### src/rtl/led_scan.sv
// rtl/led_scan.sv - binary-to-BCD converter with multiplexed 4-digit LED scan
//
// Purpose:
//   Converts a 16-bit unsigned value to four BCD digits by double-dabble.
//   Values above 9999 are clamped to 9999 and flagged on ovf. The digits are
//   time-multiplexed onto one BCD bus with active-low digit enables, and
//   leading zeros are blanked.
//
// Ports:
//   clk    in   1  clock, rising edge
//   rst    in   1  synchronous active-high reset
//   value  in  16  unsigned binary value to display
//   load   in   1  one-cycle conversion request, ignored while busy
//   busy   out  1  conversion in progress
//   ovf    out  1  last accepted value exceeded 9999
//   num    out  4  BCD digit for the 7-segment decoder (0 when blanked)
//   an     out  4  active-low digit enables (all high when blanked)
//   blank  out  1  current digit is a suppressed leading zero
module led_scan #(
  parameter int unsigned SCAN_DIV = 50000
) (
  input  logic        clk,
  input  logic        rst,
  input  logic [15:0] value,
  input  logic        load,
  output logic        busy,
  output logic        ovf,
  output logic [3:0]  num,
  output logic [3:0]  an,
  output logic        blank
);

  typedef enum logic [1:0] {IDLE, SHIFT, DONE} state_t;

  localparam logic [15:0] MAX_VAL  = 16'd9999;
  localparam logic [15:0] SCAN_MAX = 16'(SCAN_DIV - 1);

  state_t      state_q;
  logic [15:0] bin_q;
  logic [15:0] bcd_q;
  logic [3:0]  bit_cnt_q;
  logic        ovf_pend_q;
  logic        busy_q;
  logic        ovf_q;
  logic [15:0] disp_q;

  logic [15:0] scan_cnt_q, scan_cnt_d;
  logic [1:0]  idx_q, idx_d;

  logic [15:0] bcd_adj;
  logic [3:0]  cur_digit;
  logic        upper_zero;

  // Double-dabble correction: any nibble >= 5 would become >= 10 after the
  // shift, so pre-add 3 to carry it into the next decade.
  always_comb begin
    bcd_adj = bcd_q;
    for (int i = 0; i < 4; i++) begin
      if (bcd_q[4*i +: 4] >= 4'd5) begin
        bcd_adj[4*i +: 4] = bcd_q[4*i +: 4] + 4'd3;
      end
    end
  end

  // Conversion FSM. The clamp to 9999 keeps every result nibble a valid
  // decimal digit and guarantees nothing shifts out of the top nibble.
  always_ff @(posedge clk) begin
    if (rst) begin
      state_q    <= IDLE;
      bin_q      <= '0;
      bcd_q      <= '0;
      bit_cnt_q  <= '0;
      ovf_pend_q <= 1'b0;
      busy_q     <= 1'b0;
      ovf_q      <= 1'b0;
      disp_q     <= '0;
    end else begin
      case (state_q)
        IDLE: begin
          if (load) begin
            bin_q      <= (value > MAX_VAL) ? MAX_VAL : value;
            ovf_pend_q <= (value > MAX_VAL);
            bcd_q      <= '0;
            bit_cnt_q  <= '0;
            busy_q     <= 1'b1;
            state_q    <= SHIFT;
          end
        end
        SHIFT: begin
          bcd_q     <= {bcd_adj[14:0], bin_q[15]};
          bin_q     <= {bin_q[14:0], 1'b0};
          bit_cnt_q <= bit_cnt_q + 4'd1;
          if (bit_cnt_q == 4'd15) begin
            state_q <= DONE;
          end
        end
        DONE: begin
          disp_q  <= bcd_q;
          ovf_q   <= ovf_pend_q;
          busy_q  <= 1'b0;
          state_q <= IDLE;
        end
        default: state_q <= IDLE;
      endcase
    end
  end

  // Free-running digit scan, independent of the converter.
  always_comb begin
    scan_cnt_d = scan_cnt_q + 16'd1;
    idx_d      = idx_q;
    if (scan_cnt_q >= SCAN_MAX) begin
      scan_cnt_d = '0;
      idx_d      = idx_q + 2'd1;
    end
  end

  always_ff @(posedge clk) begin
    if (rst) begin
      scan_cnt_q <= '0;
      idx_q      <= '0;
    end else begin
      scan_cnt_q <= scan_cnt_d;
      idx_q      <= idx_d;
    end
  end

  // A digit is a leading zero when it and every more significant digit are
  // zero; digit 0 always shows so that a value of 0 still displays "0".
  always_comb begin
    upper_zero = 1'b0;
    case (idx_q)
      2'd1: upper_zero = (disp_q[15:4]  == 12'd0);
      2'd2: upper_zero = (disp_q[15:8]  == 8'd0);
      2'd3: upper_zero = (disp_q[15:12] == 4'd0);
      default: upper_zero = 1'b0;
    endcase
  end

  assign cur_digit = disp_q[{idx_q, 2'b00} +: 4];
  assign blank     = upper_zero;
  assign num       = upper_zero ? 4'd0 : cur_digit;
  assign an        = upper_zero ? 4'b1111 : ~(4'b0001 << idx_q);
  assign busy      = busy_q;
  assign ovf       = ovf_q;

endmodule

### config.mk
export PLATFORM = sky130hd
export DESIGN_NAME = led_scan
export DESIGN_NICKNAME = d
export VERILOG_FILES = /design/src/rtl/led_scan.sv
export SDC_FILE = /design/constraint.sdc
export NUM_CORES = 1
export LEC_CHECK = 0
export CORE_ASPECT_RATIO = 0.9
export CORE_MARGIN = 2
export CORE_UTILIZATION = 57
export DETAILED_ROUTE_END_ITERATION = 7
export PLACE_DENSITY = 0.82
export SETUP_SLACK_MARGIN = 0.02
export SLEW_MARGIN = 20
export SYNTH_ARGS = -nofsm -noshare
export SYNTH_HDL_FRONTEND = slang
export SYNTH_SLANG_ARGS = --single-unit
export TNS_END_PERCENT = 50
### constraint.sdc
create_clock -name clk -period 2.7 [get_ports clk]
set_input_delay 0.405 -clock clk [delete_from_list [all_inputs] [get_ports clk]]
set_output_delay 0.405 -clock clk [all_outputs]
set_load 0.03 [all_outputs]
==> results of run 1 <==
-- cells by family (layout without fill, tap and decap cells) --
family	count (synthesis)	in the layout
compound gates	84	84
flops	75	75
mux	9	9
xor+xnor	19	19
buf+inv	37	71
fa+ha+maj	15	15
simple gates	181	181
-- state kept, by name, indices dropped and copies added, names as in the netlist, 2 cells and up --
name	cells
bit_cnt_q	4
idx_q	2
state_q	2
disp_q	16
scan_cnt_q	16
bin_q	16
bcd_q	16
-- routing by layer --
layer,GRT usage,share of wire,vias to the layer above
met2,0.371,0.47,77
met1,0.306,0.46,1444
li1,-,-,1515
met4,0.0875,0.017,0
met5,0,0,-
met3,0.0526,0.054,13
-- timing repair --
action                                  4_1_cts  5_1_grt
resized for setup                             3        2
hold buffers                                  0        0
endpoints found under the setup margin        5        2
-- through the flow --
stage	cell area, um2	power (mW)	hold slack (ns)	util	worst slack, ns
2_1_floorplan	3520	1.26	0.429	-	0.126
3_3_place_gp	3890	1.32	0.439	0.643	0.366
3_5_place_dp	3890	1.33	0.453	0.643	0.290
4_1_cts	4160	2.40	0.461	0.687	0.0156
5_1_grt	4160	2.47	0.487	0.688	0.0526
6_report	4160	2.39	0.456	0.688	0.156
-- how the worst max path moves through the flow --
| stage | start | slack [ns] | cells after the start | to |
|---|---|---|---|---|
| finish | idx_q[0] | 0.16 | 6 | an[3] |
| detailed placement | idx_q[0] | 0.29 | 7 | num[2] |
| global placement | idx_q[0] | 0.37 | 7 | num[1] |
| global route | idx_q[0] | 0.05 | 6 | an[3] |
| CTS | idx_q[0] | 0.02 | 7 | num[0] |
| floorplan | idx_q[0] | 0.13 | 7 | an[1] |
-- final cells by class --
class | instances | share of cell area
inverter | 16 | 0.0144
multi-input combinational | 308 | 0.451
timing repair buffer | 39 | 0.0896
sequential | 75 | 0.361
clock buffer | 12 | 0.0397
clock inverter | 4 | 0.0229
tap | 72 | 0.0217
-- power breakdown --
part	internal, mW	total [mW]	switching [mW]
Clock	0.688	1.09	0.398
Combinational	0.0637	0.152	0.0879
Sequential	1.13	1.15	0.0185
Total	1.88	2.39	0.505
-- worst max-delay path: stages (launching register included) --
cell and delay (ns):
dfxtp_1 0.35, inv_1 0.09, ha_1 0.21, nor4_2 0.21, inv_1 0.06, o21ai_0 0.16, clkdlybuf4s50_1 0.69
-- placed cells by master (no fill, tap or decap), types with 3 or more instances in the layout --
master           instances
buf_4                   12
nor2_1                  34
nand3b_1                 4
nor2b_1                  6
inv_1                   16
and3_1                   3
o21ai_0                 20
ha_1                    15
clkdlybuf4s50_1         22
bufinv_16                3
nand2_1                 58
mux4_2                   4
nor3_1                  25
clkbuf_8                12
a21oi_1                 40
nand2b_1                 7
xor2_1                   6
dfxtp_1                 75
nand3_1                 21
xnor2_1                 13
or3_1                    4
a31oi_1                  7
a22o_1                   8
nor4_1                   4
mux2i_1                  4
nand4_1                  4
==> metrics.md, run 1 <==
| Metric | Value |
|---|---|
| DP HPWL | slightly above 5000 um |
| Pleak | 1.55 nW |
| Final period utilization | 0.942 |
| Peak VDD IR | between 0.0005 and 0.0006 V |
| Most frequent cells after synthesis | 75 x dfxtp_1, 58 x nand2_1, 40 x a21oi_1, 34 x nor2_1, 25 x nor3_1 |
| Fill count | ~470 |
| FF-to-FF path depth | 5 |
| Setup_tns | 0 ns |
| Die Width | approximately 87 um |
| Clock Skew | roughly 0.0086 ns |
| Nets | about 480 |
| Critical path type | reg -> out |
| IO Port Bufs | 29 |
| Syn nets | between 400 and 500 |
| Hold crit path type | reg -> reg |
| Drt total wl | between 7000 and 8000 um |
| Post-synth EDFFs | 0 |
| Initial antenna violation count | 0 |
| Simple logic cell fraction of the synthesized area | 0.250 |
| Initial Utilization | 0.583 |
| Synth Warn # | 0 |
| Register area | 1500 um2 |
| Synthesis-stage register bit count | 75 |
| Nature of the critical path startpoint | register |
| Top post-synthesis cells by area | dfxtp_1 43%, nand2_1 6.2%, a21oi_1 5.7%, ha_1 5.3%, nor2_1 3.6% |
| XOR/XNOR Fraction of Synth Area | 0.0472 |
| Hold depth | 2 |
| Critical path endpoint category | output pin |
| Share of cells above drive strength 1 | 0.0947 |
| Skew-Pair Late Insertion Delay | ~0.35 ns |
| Final setup viols | 0 |
| Synth unique cells | 45 |
| Mux contribution to synthesized area | 0.0412 |
| Postcts setup bufs | 0 |
| Violation count after the first detailed-routing iteration | between 100 and 150 |
| Drt wl/cell | 13.9 um |
| RSZ-0062 raised after global routing | no |
| WP data required | between 2 and 2.5 ns |
| Via density | 5.80 |
| Placed Instances | 510 |
| CTS tree | yes |
| Status | finished, final reports clean |
| ANT nets after route | 0 |
| Maximum level of the CTS H-tree | 3 |
| Clock root buffer | clkbuf_8 |
| Synth Area in Compound Gates | 0.139 |
| Prevailing post-synth register cell | dfxtp_1 |
| Most common cell in the synthesized netlist | dfxtp_1 |
| Critical Path AT | roughly 2.1 ns |
| Pwr/cell area | approximately 570 nW/um2 |
| Relative slew slack | 0.535 |
| Slew of the pin with the lowest slew margin | around 0.70 ns |
| GRT Total Usage | 0.233 |
| Register area share after synthesis | 0.426 |
| N_diodes | 0 |
| Critical R2R Launch | scan_cnt_q[0] |
| Synth-to-Final Area Change | 18.1% |
| Finished Layout Cells | ~530 |
| Final Hold Vio Count | 0 |
| Mapped Area | 3520 um2 |
| First-pass iteration count of the detailed router | 4 |
| Worst Hold Launch | bin_q[14] |
| DR DRC count | 0 |
| Synth area leader | dfxtp_1 |
| Die area | a little under 7000 um2 |
| Largest family of logic cells by synthesized area | simple AND/OR/NAND/NOR gates |
| Area occupied by multi-input gates | about 1900 um2 |
| Syn Inst Count | between 400 and 500 |
| Syn Area/Cell | roughly 8.4 um2 |
| Boundary Pins | 30 |
| CP Max Fanout | 4 |
| Grt ovf | 0 |
| Core area | 6050 um2 |
| GPL Wtd Cong | between 0.8 and 0.9 |
| Top cell type's share of synthesized area | 0.426 |
| Async S/R FF share, synth | 0 |
| Fmax | between 300 and 400 MHz |
| Clock transition at path regs | around 0.080 ns |
| Pins Over Slew Limit | 0 |
| Worst flop-to-flop path endpoint | idx_q[0] |
| Die height | slightly below 80 um |
| Maximum root-to-sink buffer count | 2 |
| R2R Setup Slk | between 0.9 and 1 ns |
| First-pass GRT wire length | approximately 13000 um |
| Minimum clock period | between 2 and 3 ns |
| Number of global-route vias before repair | ~2800 |
| Largest net degree at the start of global routing | 45 |
| Total CTS buffers | 9 |
| Total number of vias | 3049 |
| Adder-Cell Fraction of Synth Area | 0.0533 |
| Max Cap Viol | 0 |
| Hold Path End | bin_q[15] |
| Cell row count | 27 |
| Clk sink count | 75 |
(Power assumes the default switching activity.)
==> run 2, diff against run 1 <==
Settings changed: RECOVER_POWER from default to 25, SLEW_MARGIN 20 to default.
==> metrics.md, run 2 (synthesis results as in run 1) <==
| Metric | Value |
|---|---|
| Status | finished, final reports clean |
| Critical Path AT | between 2 and 2.5 ns |
| Hold_buf cts | 0 |
| Pleak | around 1.5 nW |
| ANT nets after route | 0 |
| Finished Layout Cells | approximately 530 |
| Fmax | slightly below 400 MHz |
| Clk sink count | 75 |
| R2R Setup Slk | 0.85 ns |
| Clock root buffer | clkbuf_8 |
| Minimum clock period | roughly 2.5 ns |
| Final period utilization | 0.942 |
| Postcts setup bufs | 0 |
| Die height | 78.6 um |
| Area occupied by multi-input gates | between 1500 and 2000 um2 |
| Register area | roughly 1500 um2 |
| First-pass GRT wire length | about 13000 um |
| Drt wl/cell | roughly 14 um |
| Largest net degree at the start of global routing | 45 |
| Setup_tns | 0 ns |
| Commonest non-fill, non-tap cell in the layout | dfxtp_1 |
| Cell row count | 27 |
| Final setup viols | 0 |
| IO Port Bufs | 29 |
| Core area | just over 6000 um2 |
| WP data required | 2.30 ns |
| Initial antenna violation count | 0 |
| Maximum level of the CTS H-tree | 3 |
| Total number of vias | about 3000 |
| Critical R2R Launch | state_q[1] |
| Via density | roughly 5.8 |
| Final Hold Vio Count | 0 |
| Fill count | around 470 |
| Initial Utilization | 0.583 |
| Die area | about 7000 um2 |
| Boundary Pins | 30 |
| CP cell instances | inv_1 -> ha_1 -> nor4_2 -> inv_1 -> o21ai_0 -> clkdlybuf4s50_1 |
| Die Width | 86.9 um |
| Crit path capture | an[3] |
| Clock transition at path regs | 0.08 ns |
| Violation count after the first detailed-routing iteration | between 100 and 150 |
| Critical path origin | idx_q[0] |
| Overall Power | 2.38 mW |
| Max stage delay on crit path | roughly 0.69 ns |
| CTS tree | yes |
| Number of global-route vias before repair | 2779 |
| Nature of the critical path startpoint | register |
| Most numerous cell on the critical path | inv_1 |
| Nets | about 480 |
| DR DRC count | 0 |
| Pins Over Slew Limit | 0 |
| Commonest cells after routing, fill and taps aside | 75 x dfxtp_1, 58 x nand2_1, 40 x a21oi_1 |
| Skew-Pair Late Insertion Delay | roughly 0.35 ns |
| Drt total wl | between 7000 and 8000 um |
| Critical path type | reg -> out |
| N_diodes | 0 |
| Peak VDD IR | between 0.0005 and 0.0006 V |
| DP HPWL | about 5000 um |
| Clock Skew | 0.00840 ns |
| Hold crit path type | reg -> reg |
| GRT Total Usage | 0.233 |
| Max Cap Viol | 0 |
| Pwr/cell area | 574 nW/um2 |
| Maximum root-to-sink buffer count | 2 |
| Relative slew slack | 0.544 |
| Slew of the pin with the lowest slew margin | approximately 0.68 ns |
| Share of cells above drive strength 1 | 0.0903 |
| CP Max Fanout | 4 |
| Total CTS buffers | 9 |
| Placed Instances | between 500 and 600 |
| Critical path endpoint category | output pin |
| FF-to-FF path depth | 4 |
| Grt ovf | 0 |
| Synth-to-Final Area Change | 17.9% |
| Worst flop-to-flop path endpoint | bin_q[6] |
| Slowest-stage cell, CP | clkdlybuf4s50_1 |
| GPL Wtd Cong | around 0.85 |
| First-pass iteration count of the detailed router | 4 |
| RSZ-0062 raised after global routing | no |
==> run 2: stage by stage <==
stage	area (um2)	util	hold slack [ns]	worst slack (ns)
floorplan	3520	-	0.429	0.126
global placement	3890	0.643	0.439	0.366
detailed placement	3890	0.643	0.453	0.290
CTS	4160	0.687	0.461	0.0156
global route	4150	0.687	0.487	0.0526
finish	4150	0.687	0.457	0.158
==> run 2: worst min path at each step <==
stage                    from        end  depth (start not counted)
floorplan            bin_q[0]   bin_q[0]                          2
CTS                 bin_q[14]  bin_q[15]                          2
finish              bin_q[14]  bin_q[15]                          2
detailed placement  bin_q[14]  bin_q[15]                          2
global placement     bin_q[0]   bin_q[0]                          2
global route        bin_q[14]  bin_q[15]                          2
==> run 2: worst max-delay path: cells and delay by family, from the launching register on <==
| kind | cells | cell delay [ns] |
|---|---|---|
| adders and majority gates | 1 | 0.21 |
| DFF | 1 | 0.35 |
| and+or+nand+nor | 1 | 0.21 |
| AOI/OAI and AO/OA | 1 | 0.16 |
| buffers and inverters | 3 | 0.84 |
==> run 2: power breakdown <==
part           total, mW  switching, mW  internal, mW
clock               1.09          0.397         0.688
combinational      0.150         0.0880        0.0617
sequential          1.15         0.0186          1.13
==> run 2: final cells by class <==
type | count | share of cell area
multi-input combinational | 308 | 0.452
sequential | 75 | 0.362
timing repair buffer | 39 | 0.0880
clock buffer | 12 | 0.0398
clock inverter | 4 | 0.0229
tap | 72 | 0.0217
inverter | 16 | 0.0145
==> run 2: layer usage <==
layer  wire length [um]  GRT usage  part of all wire  vias up
met2               3450      0.371              0.47       72
li1                   -          -                 -     1517
met3                344     0.0526             0.047       11
met5                  0          0                 0        -
met1               3400      0.306              0.46     1446
met4                116     0.0875             0.016        0
==> run 2: what timing repair did <==
action / in CTS / in global routing
pin swaps: 0 / 0
endpoints found under the setup margin: 5 / 2
gates resized for setup: 3 / 2
